<file path="config.mk">
export PLATFORM = sky130hd
export DESIGN_NAME = uart_fifo
export DESIGN_NICKNAME = d
export VERILOG_FILES = /design/src/rtl/uart_fifo.sv
export SDC_FILE = /design/constraint.sdc
export NUM_CORES = 1
export LEC_CHECK = 0
export ABC_CLOCK_PERIOD_IN_PS = 10400
export BUFFER_PORTS_ARGS = -buffer_cell sky130_fd_sc_hd__buf_2
export CORE_MARGIN = 2
export CORE_UTILIZATION = 24
export CTS_CLUSTER_DIAMETER = 50
export DETAILED_ROUTE_END_ITERATION = 12
export SETUP_SLACK_MARGIN = 0.1
export SLEW_MARGIN = 40
export SYNTH_ARGS = -nofsm -noshare
export SYNTH_HDL_FRONTEND = slang
export SYNTH_SLANG_ARGS = --single-unit
export TNS_END_PERCENT = 5
</file>
<file path="constraint.sdc">
create_clock -name clk -period 10.4 [get_ports clk]
set_input_delay 3.12 -clock clk [delete_from_list [all_inputs] [get_ports clk]]
set_output_delay 3.12 -clock clk [all_outputs]
set_load 0.05 [all_outputs]
</file>
<file path="src/rtl/uart_fifo.sv">
// uart_fifo: CPU-mapped 8N1 UART with TX/RX FIFOs, runtime baud divisor,
// sticky error flags and a level interrupt.
// Ports:
//   clk, rst_n          system clock, asynchronous active-low reset
//   uart_cs, R_W_n      chip select (one access per rising edge of cs), 1=read 0=write
//   reg_addr, data_i    register select and write data
//   data_o              read data, combinational from reg_addr
//   uart_rx, uart_tx    serial input (asynchronous), serial output (idle high)
//   irq                 registered level interrupt
module uart_fifo #(
  parameter int unsigned CLK_FRE_HZ   = 25175000,
  parameter int unsigned BAUD_DEFAULT = 115200,
  parameter int unsigned FIFO_DEPTH   = 16,
  parameter int unsigned DIV_W        = 16
) (
  input  logic       clk,
  input  logic       rst_n,
  input  logic       uart_cs,
  input  logic       R_W_n,
  input  logic [2:0] reg_addr,
  input  logic [7:0] data_i,
  output logic [7:0] data_o,
  input  logic       uart_rx,
  output logic       uart_tx,
  output logic       irq
);
  localparam int unsigned AW = $clog2(FIFO_DEPTH);
  localparam int unsigned PW = AW + 1;
  localparam logic [DIV_W-1:0] DIV_RST = DIV_W'(CLK_FRE_HZ / BAUD_DEFAULT - 1);

  localparam logic [2:0] A_DATA = 3'd0, A_STATUS = 3'd1, A_DIV_LO = 3'd2, A_DIV_HI = 3'd3;
  localparam logic [2:0] A_CTRL = 3'd4, A_RX_CNT = 3'd5, A_TX_CNT = 3'd6;

  typedef enum logic [1:0] {T_IDLE, T_START, T_DATA, T_STOP} tx_state_e;
  // R_BREAK holds off after a bad stop bit until the line is seen high again.
  typedef enum logic [2:0] {R_IDLE, R_START, R_DATA, R_STOP, R_BREAK} rx_state_e;

  // ---------------- bus access strobe ----------------
  logic cs_d_q;
  // NOTE: sequential state uses non-blocking (<=) so every flop samples pre-edge values.
  always_ff @(posedge clk or negedge rst_n)
    if (!rst_n) cs_d_q <= 1'b0;
    else        cs_d_q <= uart_cs;

  logic stb, wr_stb, rd_stb;
  assign stb    = uart_cs & ~cs_d_q;
  assign wr_stb = stb & ~R_W_n;
  assign rd_stb = stb & R_W_n;

  logic tx_push, rx_pop, stat_clr, ctrl_wr, rx_flush, tx_flush;
  assign tx_push  = wr_stb && (reg_addr == A_DATA);
  assign rx_pop   = rd_stb && (reg_addr == A_DATA);
  assign stat_clr = wr_stb && (reg_addr == A_STATUS);
  assign ctrl_wr  = wr_stb && (reg_addr == A_CTRL);
  assign rx_flush = ctrl_wr & data_i[2];
  assign tx_flush = ctrl_wr & data_i[3];

  // ---------------- divisor / control ----------------
  logic [DIV_W-1:0] div_q;
  logic [15:0]      div16;
  logic             rx_ie_q, tx_ie_q;
  assign div16 = 16'(div_q);

  always_ff @(posedge clk or negedge rst_n)
    if (!rst_n) begin
      div_q   <= DIV_RST;
      rx_ie_q <= 1'b0;
      tx_ie_q <= 1'b0;
    end else if (wr_stb) begin
      case (reg_addr)
        A_DIV_LO: div_q <= DIV_W'({div16[15:8], data_i});
        A_DIV_HI: div_q <= DIV_W'({data_i, div16[7:0]});
        A_CTRL:   begin rx_ie_q <= data_i[0]; tx_ie_q <= data_i[1]; end
        default:  ;
      endcase
    end

  // ---------------- FIFOs (count = wp - rp, pointers one bit wider) ----------------
  logic [7:0]    tx_mem [FIFO_DEPTH];
  logic [7:0]    rx_mem [FIFO_DEPTH];
  logic [PW-1:0] tx_wp_q, tx_rp_q, rx_wp_q, rx_rp_q, tx_cnt, rx_cnt;
  logic          tx_empty, tx_full, rx_empty, rx_full, tx_pop, rx_push;
  logic [7:0]    rx_shift_q;

  assign tx_cnt   = tx_wp_q - tx_rp_q;
  assign rx_cnt   = rx_wp_q - rx_rp_q;
  assign tx_empty = (tx_cnt == '0);
  assign rx_empty = (rx_cnt == '0);
  assign tx_full  = (tx_cnt == PW'(FIFO_DEPTH));
  assign rx_full  = (rx_cnt == PW'(FIFO_DEPTH));

  // NOTE: storage arrays are deliberately not reset; the pointers alone define which entries are valid.
  always_ff @(posedge clk) begin
    if (tx_push && !tx_full) tx_mem[tx_wp_q[AW-1:0]] <= data_i;
    if (rx_push && !rx_full) rx_mem[rx_wp_q[AW-1:0]] <= rx_shift_q;
  end

  always_ff @(posedge clk or negedge rst_n)
    if (!rst_n) begin
      tx_wp_q <= '0; tx_rp_q <= '0; rx_wp_q <= '0; rx_rp_q <= '0;
    end else begin
      // Flush jumps the read pointer to the write pointer and wins over any push.
      if (tx_flush) tx_rp_q <= tx_wp_q;
      else begin
        if (tx_push && !tx_full) tx_wp_q <= tx_wp_q + PW'(1);
        if (tx_pop)              tx_rp_q <= tx_rp_q + PW'(1);
      end
      if (rx_flush) rx_rp_q <= rx_wp_q;
      else begin
        if (rx_push && !rx_full)  rx_wp_q <= rx_wp_q + PW'(1);
        if (rx_pop && !rx_empty)  rx_rp_q <= rx_rp_q + PW'(1);
      end
    end

  // ---------------- TX engine ----------------
  tx_state_e        tx_state_q, tx_state_d;
  logic [DIV_W-1:0] tx_baud_q, tx_baud_d;
  logic [2:0]       tx_bit_q, tx_bit_d;
  logic [7:0]       tx_shift_q, tx_shift_d;
  logic             tx_bit_end, tx_busy;

  // >= rather than == so a divisor lowered mid-bit cannot strand the counter.
  assign tx_bit_end = (tx_baud_q >= div_q);
  assign tx_busy    = (tx_state_q != T_IDLE) | ~tx_empty;

  always_ff @(posedge clk or negedge rst_n)
    if (!rst_n) begin
      tx_state_q <= T_IDLE; tx_baud_q <= '0; tx_bit_q <= '0; tx_shift_q <= '0;
    end else begin
      tx_state_q <= tx_state_d; tx_baud_q <= tx_baud_d;
      tx_bit_q   <= tx_bit_d;   tx_shift_q <= tx_shift_d;
    end

  always_comb begin
    // NOTE: every combinational output gets a default first, so no path can infer a latch.
    tx_state_d = tx_state_q;
    tx_bit_d   = tx_bit_q;
    tx_shift_d = tx_shift_q;
    tx_baud_d  = tx_bit_end ? '0 : tx_baud_q + DIV_W'(1);
    // A pop (from IDLE or at the end of STOP) starts the next frame with no idle gap.
    if (tx_pop) begin
      tx_shift_d = tx_mem[tx_rp_q[AW-1:0]];
      tx_baud_d  = '0;
      tx_state_d = T_START;
    end else begin
      unique case (tx_state_q)
        T_IDLE:  tx_baud_d = '0;
        T_START: if (tx_bit_end) begin tx_bit_d = '0; tx_state_d = T_DATA; end
        T_DATA:  if (tx_bit_end) begin
                   tx_shift_d = {1'b0, tx_shift_q[7:1]};
                   tx_bit_d   = tx_bit_q + 3'd1;
                   if (tx_bit_q == 3'd7) tx_state_d = T_STOP;
                 end
        T_STOP:  if (tx_bit_end) tx_state_d = T_IDLE;
      endcase
    end
  end

  // Moore output: reset forces IDLE asynchronously, so the line goes high immediately.
  always_comb begin
    tx_pop = !tx_empty && ((tx_state_q == T_IDLE) || ((tx_state_q == T_STOP) && tx_bit_end));
    unique case (tx_state_q)
      T_START: uart_tx = 1'b0;
      T_DATA:  uart_tx = tx_shift_q[0];
      default: uart_tx = 1'b1;
    endcase
  end

  // ---------------- RX engine ----------------
  logic rx_s1_q, rx_s2_q, rx_s3_q, rx_fall;
  always_ff @(posedge clk or negedge rst_n)
    if (!rst_n) begin rx_s1_q <= 1'b1; rx_s2_q <= 1'b1; rx_s3_q <= 1'b1; end
    else        begin rx_s1_q <= uart_rx; rx_s2_q <= rx_s1_q; rx_s3_q <= rx_s2_q; end
  assign rx_fall = rx_s3_q & ~rx_s2_q;

  rx_state_e        rx_state_q, rx_state_d;
  logic [DIV_W-1:0] rx_baud_q, rx_baud_d;
  logic [2:0]       rx_bit_q, rx_bit_d;
  logic [7:0]       rx_shift_d;
  logic [DIV_W:0]   half_w;
  logic             rx_half_end, rx_bit_end, frm_set;

  assign half_w      = ({1'b0, div_q} + (DIV_W+1)'(1)) >> 1;
  assign rx_half_end = ({1'b0, rx_baud_q} + (DIV_W+1)'(1)) >= half_w;
  assign rx_bit_end  = (rx_baud_q >= div_q);

  always_ff @(posedge clk or negedge rst_n)
    if (!rst_n) begin
      rx_state_q <= R_IDLE; rx_baud_q <= '0; rx_bit_q <= '0; rx_shift_q <= '0;
    end else begin
      rx_state_q <= rx_state_d; rx_baud_q <= rx_baud_d;
      rx_bit_q   <= rx_bit_d;   rx_shift_q <= rx_shift_d;
    end

  always_comb begin
    rx_state_d = rx_state_q;
    rx_bit_d   = rx_bit_q;
    rx_shift_d = rx_shift_q;
    rx_baud_d  = rx_baud_q + DIV_W'(1);
    case (rx_state_q)
      R_IDLE:  begin rx_baud_d = '0; if (rx_fall) rx_state_d = R_START; end
      R_START: if (rx_half_end) begin
                 rx_baud_d  = '0;
                 rx_bit_d   = '0;
                 rx_state_d = rx_s2_q ? R_IDLE : R_DATA;  // high at mid-start = glitch
               end
      R_DATA:  if (rx_bit_end) begin
                 rx_baud_d  = '0;
                 rx_shift_d = {rx_s2_q, rx_shift_q[7:1]};
                 rx_bit_d   = rx_bit_q + 3'd1;
                 if (rx_bit_q == 3'd7) rx_state_d = R_STOP;
               end
      R_STOP:  if (rx_bit_end) begin
                 rx_baud_d  = '0;
                 rx_state_d = rx_s2_q ? R_IDLE : R_BREAK;
               end
      R_BREAK: begin rx_baud_d = '0; if (rx_s2_q) rx_state_d = R_IDLE; end
      default: rx_state_d = R_IDLE;
    endcase
  end

  always_comb begin
    rx_push = (rx_state_q == R_STOP) && rx_bit_end && rx_s2_q;
    frm_set = (rx_state_q == R_STOP) && rx_bit_end && !rx_s2_q;
  end

  // ---------------- sticky flags (event set wins over W1C) ----------------
  logic rx_ovr_q, frm_err_q, tx_ovf_q;
  always_ff @(posedge clk or negedge rst_n)
    if (!rst_n) begin
      rx_ovr_q <= 1'b0; frm_err_q <= 1'b0; tx_ovf_q <= 1'b0;
    end else begin
      if (rx_push && rx_full)         rx_ovr_q  <= 1'b1;
      else if (stat_clr && data_i[5]) rx_ovr_q  <= 1'b0;
      if (frm_set)                    frm_err_q <= 1'b1;
      else if (stat_clr && data_i[6]) frm_err_q <= 1'b0;
      if (tx_push && tx_full)         tx_ovf_q  <= 1'b1;
      else if (stat_clr && data_i[7]) tx_ovf_q  <= 1'b0;
    end

  // ---------------- read mux and interrupt ----------------
  logic [7:0] status;
  assign status = {tx_ovf_q, frm_err_q, rx_ovr_q, tx_busy, tx_full, tx_empty, rx_full, ~rx_empty};

  always_comb begin
    data_o = 8'h00;
    case (reg_addr)
      A_DATA:   if (!rx_empty) data_o = rx_mem[rx_rp_q[AW-1:0]];
      A_STATUS: data_o = status;
      A_DIV_LO: data_o = div16[7:0];
      A_DIV_HI: data_o = div16[15:8];
      A_CTRL:   data_o = {6'b0, tx_ie_q, rx_ie_q};
      A_RX_CNT: data_o = 8'(rx_cnt);
      A_TX_CNT: data_o = 8'(tx_cnt);
      default:  data_o = 8'h00;
    endcase
  end

  logic irq_q;
  always_ff @(posedge clk or negedge rst_n)
    if (!rst_n) irq_q <= 1'b0;
    else        irq_q <= (rx_ie_q & ~rx_empty) | (tx_ie_q & ~tx_busy);
  assign irq = irq_q;

endmodule

</file>
# After elaboration in Yosys (flattened, before gate mapping)
# Memories as Yosys holds them, arrays and structs flattened.
# Cells that the tools add are included.
classes:
  n_addsub: 12
  magnitude_cmp: 3
  n_eq_ne: 29
  n_mux: 48
  bitwise: 21
  reduce_logical: 52
op_table:
  columns: ["cell", "n"]
  rows:
  - ["two-way mux 16 bit", 5]
  - ["one-hot mux 8 bit (7 select lines)", 1]
  - ["one-hot mux 16 bit (3 select lines)", 1]
  - ["adder 16 x 1 -> 17 bit (second input constant)", 2]
  - ["two-way mux 3 bit", 11]
  - ["adder 16 x 1 -> 16 bit (second input constant)", 2]
  - [">= comparator 16 bit", 2]
  - ["two-way mux 8 bit", 4]
  - ["one-hot mux 16 bit (2 select lines)", 1]
  - ["adder 5 x 1 -> 5 bit (second input constant)", 4]
  - ["two-way mux 5 bit", 4]
  - ["nonzero test 2 bit", 10]
  - ["equality test 3 bit (second input constant)", 6]
  - [">= comparator 17 x 16 -> 1 bit", 1]
  - ["logical AND 1 bit", 17]
  - ["!= test 2 bit (second input constant)", 8]
  - ["one-hot mux 3 bit (5 select lines)", 1]
  - ["equality test 3 x 2 -> 1 bit (second input constant)", 4]
  - ["two-way mux 2 bit", 6]
  - ["!= test 3 bit (second input constant)", 4]
  - ["one-hot mux 3 bit (2 select lines)", 2]
  - ["NOT 1 bit", 11]
  - ["equality test 5 bit (second input constant)", 2]
  - ["logical NOT 5 bit", 2]
  - ["21 further kinds", 54]
word_totals:
  regBits: 105
  ram_bits: 256
  input_bits: 16
  elab_cells: 191
  n_memories: 2
memory_table:
  columns: ["memory", "words", "word_bits", "rd", "rd_ports_with_merged_regs", "wr", "line", "rtl"]
  rows:
  - ["rx_mem", 16, 8, 1, 0, 1, "80", "logic [7:0] rx_mem [FIFO_DEPTH];"]
  - ["tx_mem", 16, 8, 1, 0, 1, "79", "logic [7:0] tx_mem [FIFO_DEPTH];"]

# Logic depth before layout (Yosys ltp)
depth:
  ltp_word: 7
  depth_mapped: 15

# Worst setup path after synthesis
# OpenSTA, ideal clock, no wires.
synth_path:
  path_type: "in2out"
  start: "input reg_addr[0]"
  end: "output data_o[0]"
  arrival_ps: 5670
  required_ps: 7280
  slack_ps: 1610
  cell_stages: 4
  path_buffers: 2
  cell_sequence: "clkbuf_1 buf_1 mux2i_1 o311ai_0"
synth_via:
  elab_chain_cells: 2
  word_cells_on_any_way: 8
  cone_classes: "6 x eq/ne; 1 x mux; 1 x reduce/logical"
synth_lines:
  columns: ["item", "line", "rtl"]
  rows:
  - ["from (decl)", "20", "input logic [2:0] reg_addr,"]
  - ["equality test 3 bit, or another cell as far along", "247", "case (reg_addr)"]
  - ["one-hot mux 8 bit (7 select lines) (*)", "247", null]
  - ["to (decl)", "22", "output logic [7:0] data_o,"]
# Mark *: on every way between the ends. The rest lies on a longest branch, timed or not.

# Worst setup path after layout
layout_path:
  start: "input reg_addr[1]"
  end: "output data_o[5]"
# Same word-level chain as after synthesis.

==> out/qor.txt <==
GRT overflow = 0
Yosys warnings = 0
largest net degree at the start of global routing = 59
Initial Util = 24.3%
FMAX = 123 MHz
crit start category = primary input
Critical Path, Cell by Cell = buf_2 > clkinv_1 > nor2_1 > a22oi_1 > o21ai_0 > buf_2
worst hold-check path type = flop to flop
Die Ht = 271 um
Leak = 7.21 nW
critical path fanouts, max = 12
latest clock arrival within the worst-skew pair = 0.56 ns
status = completed
CTS resizes = 0
CP peak stage delay = 0.46 ns
number of flops mapped to enable cells by yosys = 256
drt first-iter violations = 962
initial antenna violation count = 4
die footprint = 0.0733 sq mm
most numerous cell in the Yosys netlist = edfxtp_1
final hold vios = 0
Buf/Inv on CP = 3
Setup Viol. Count Final = 0
final net count = 1292
hold_ws = 0.361 ns
sequential fraction of the synthesis area = 60.4%
first-pass GRT wire length = 61300 um
fin crit share = 78.0%
WL final = 39700 um
flops & latches, synth = 361
clock tree buffer depth = 3
ys flop type = edfxtp_1
clock-pin slew on the worst setup and hold paths = 0.06 ns
RD Place Congestion = 0.829
Crit-path slowest cell = o21ai_0
Synth top cells by count = 256 x edfxtp_1, 97 x dfrtp_1, 80 x mux4_2, 77 x ha_1, 75 x nor2_1
Cell variety after synth = 72
synth-to-layout area growth = 15.0%
DR vias = 9935
PwrDens = 233 mW/mm^2
I/O pin cnt = 26
Avg Cell Area, Syn = 14.7 sq um
H-tree depth = 2
Hold-fix buffers, CTS = 0
max-slew violations = 0
TritonRoute pass-1 iters = 5
PnR worst setup slack = 2.29 ns
Worst-Margin Slew = 0.796 ns
min cycle time layout = 8.11 ns
number of global-route vias before repair = 10200
CP Class = primary input to output port
area leader, netlist = edfxtp_1
DP Worst Slack = 2.39 ns
Total Power = 4.58 mW
Top Family by Delay on Critical Path = buffers and inverters
number of remaining DRC errors = 0
setup TNS = 0 ns
root buf cell = clkbuf_16
DIE WIDTH = 271 um
max_cap viols = 0
Core ar. = 0.0703 sq mm
relative slew slack = 46.8%
setup bufs post-CTS = 0
mapped cell area = 0.0171 sq mm
Post-Syn Instances = 1163
TritonCTS buffer count = 39
layout cells sized above 1 = 20.0%
skew final = 0.0333 ns
post-route cell area = 0.0196 sq mm
All-Layer GR Usage = 10.8%
critical path required time = 7.28 ns
Post-DP HPWL = 26800 um
RSZ-0062 raised after global routing = no
Synth top area share = 45.0%
Layout fillers = 7027
mean routed wirelength per cell = 18.3 um
CP arrival = 4.99 ns
TritonCTS clock tree = done
Syn Nets = 1258
vias per cell = 4.58
Synth area leaders = edfxtp_1 45%, dfrtp_1 14%, mux4_2 11%, ha_1 5.6%, xnor2_1 1.8%
crit end category = output port
worst vdd ir = 165 uV
Async S/R FF share, synth = 29.1%
antenna-violating nets left = 0
Crit path top cell by count = buf_2
Port Buffer Count = 25
TritonCTS Sinks = 361
Row Count = 97
Cell Area, Placed = 0.0183 sq mm
state kept, by name, indices dropped and copies added, names as in the netlist, 2 cells and up:
signal,flops
tx_mem,128
tx_shift_q,8
tx_rp_q,5
rx_baud_q,16
tx_baud_q,16
rx_state_q,3
rx_shift_q,8
rx_rp_q,5
div16,16
rx_mem,128
tx_state_q,2
rx_bit_q,3
tx_bit_q,3
tx_wp_q,5
rx_wp_q,5
report_power, final:
| part | internal [mW] | total, mW | switching, mW |
|---|---|---|---|
| sequential | 1.66 | 1.80 | 0.146 |
| clock | 0.789 | 1.39 | 0.599 |
| combinational | 0.622 | 1.39 | 0.769 |
| total | 3.07 | 4.58 | 1.51 |
routing by layer:
metal / GRT usage, % / part of all wire, %
met1: 14.6 / 45
met3: 2.40 / 6.1
met4: 3.88 / 3.1
met2: 17.0 / 46
met5: 0 / 0.091
logic make-up (layout without fill, tap and decap cells):
kind of cell    count (synthesis)  count (layout)  synth area share [%]
simple gates                  297             297                  8.69
compound gates                143             143                  5.91
flops                         361             361                  60.4
mux                           125             125                  13.8
xor+xnor                       58              58                  2.97
buf+inv                       100             164                  2.34
other cells                     0               1                     0
fa+ha+maj                      79              79                  5.88
stage by stage:
stage	std cells	utilization [%]
5_1_grt	2167	28.0
3_3_place_gp	2093	26.0
2_1_floorplan	1163	-
3_5_place_dp	2096	26.1
4_1_cts	2167	27.9
6_report	2168	28.0
worst paths after layout:
path	slack, ns	to	cells past startpoint	from
worst max-delay path	2.29	data_o[5]	6	reg_addr[1]
min in group asynchronous	2.63	tx_shift_q[4]	1	rst_n
worst min register to register	0.36	rx_s2_q	0	rx_s1_q
worst min-delay path	0.36	rx_s2_q	0	rx_s1_q
max in group asynchronous	6.72	rx_rp_q[0]	2	rst_n
worst max register to register	6.50	rx_mem[2][5]	10	rx_rp_q[1]
cell usage in the layout (no fill, tap or decap), types with 5 or more instances in the layout:
master and instances:
nand2b_1 10, nand2_1 63, nor2_1 70, a21oi_1 27, o22ai_1 6, clkinv_1 8, dfstp_2 8, o31ai_1 6
mux2i_1 9, nor2b_1 17, o21a_1 7, ha_1 77, nand3_1 44, edfxtp_1 256, inv_1 52, buf_2 26
a21o_1 10, xor2_1 22, nand4_1 15, and3_1 21, mux2_4 14, mux4_2 80, nor3_1 22, buf_4 12
o211ai_1 11, clkbuf_16 40, nor2_2 5, xnor2_1 36, clkinvlp_4 5, o21ai_0 29, dfrtp_1 95, mux2_2 22
final cells by class:
cell class	instances	area, sq um	area share (%)
well taps	940	1180	5.99
clock inverters	24	243	1.24
inverters	53	199	1.01
multi-input cells	702	6400	32.6
diodes	1	2.50	0.0127
repair buffers	40	243	1.24
flip-flops and latches	361	10300	52.6
clock buffers	47	1060	5.38
Power figures use the tool's default switching activity.
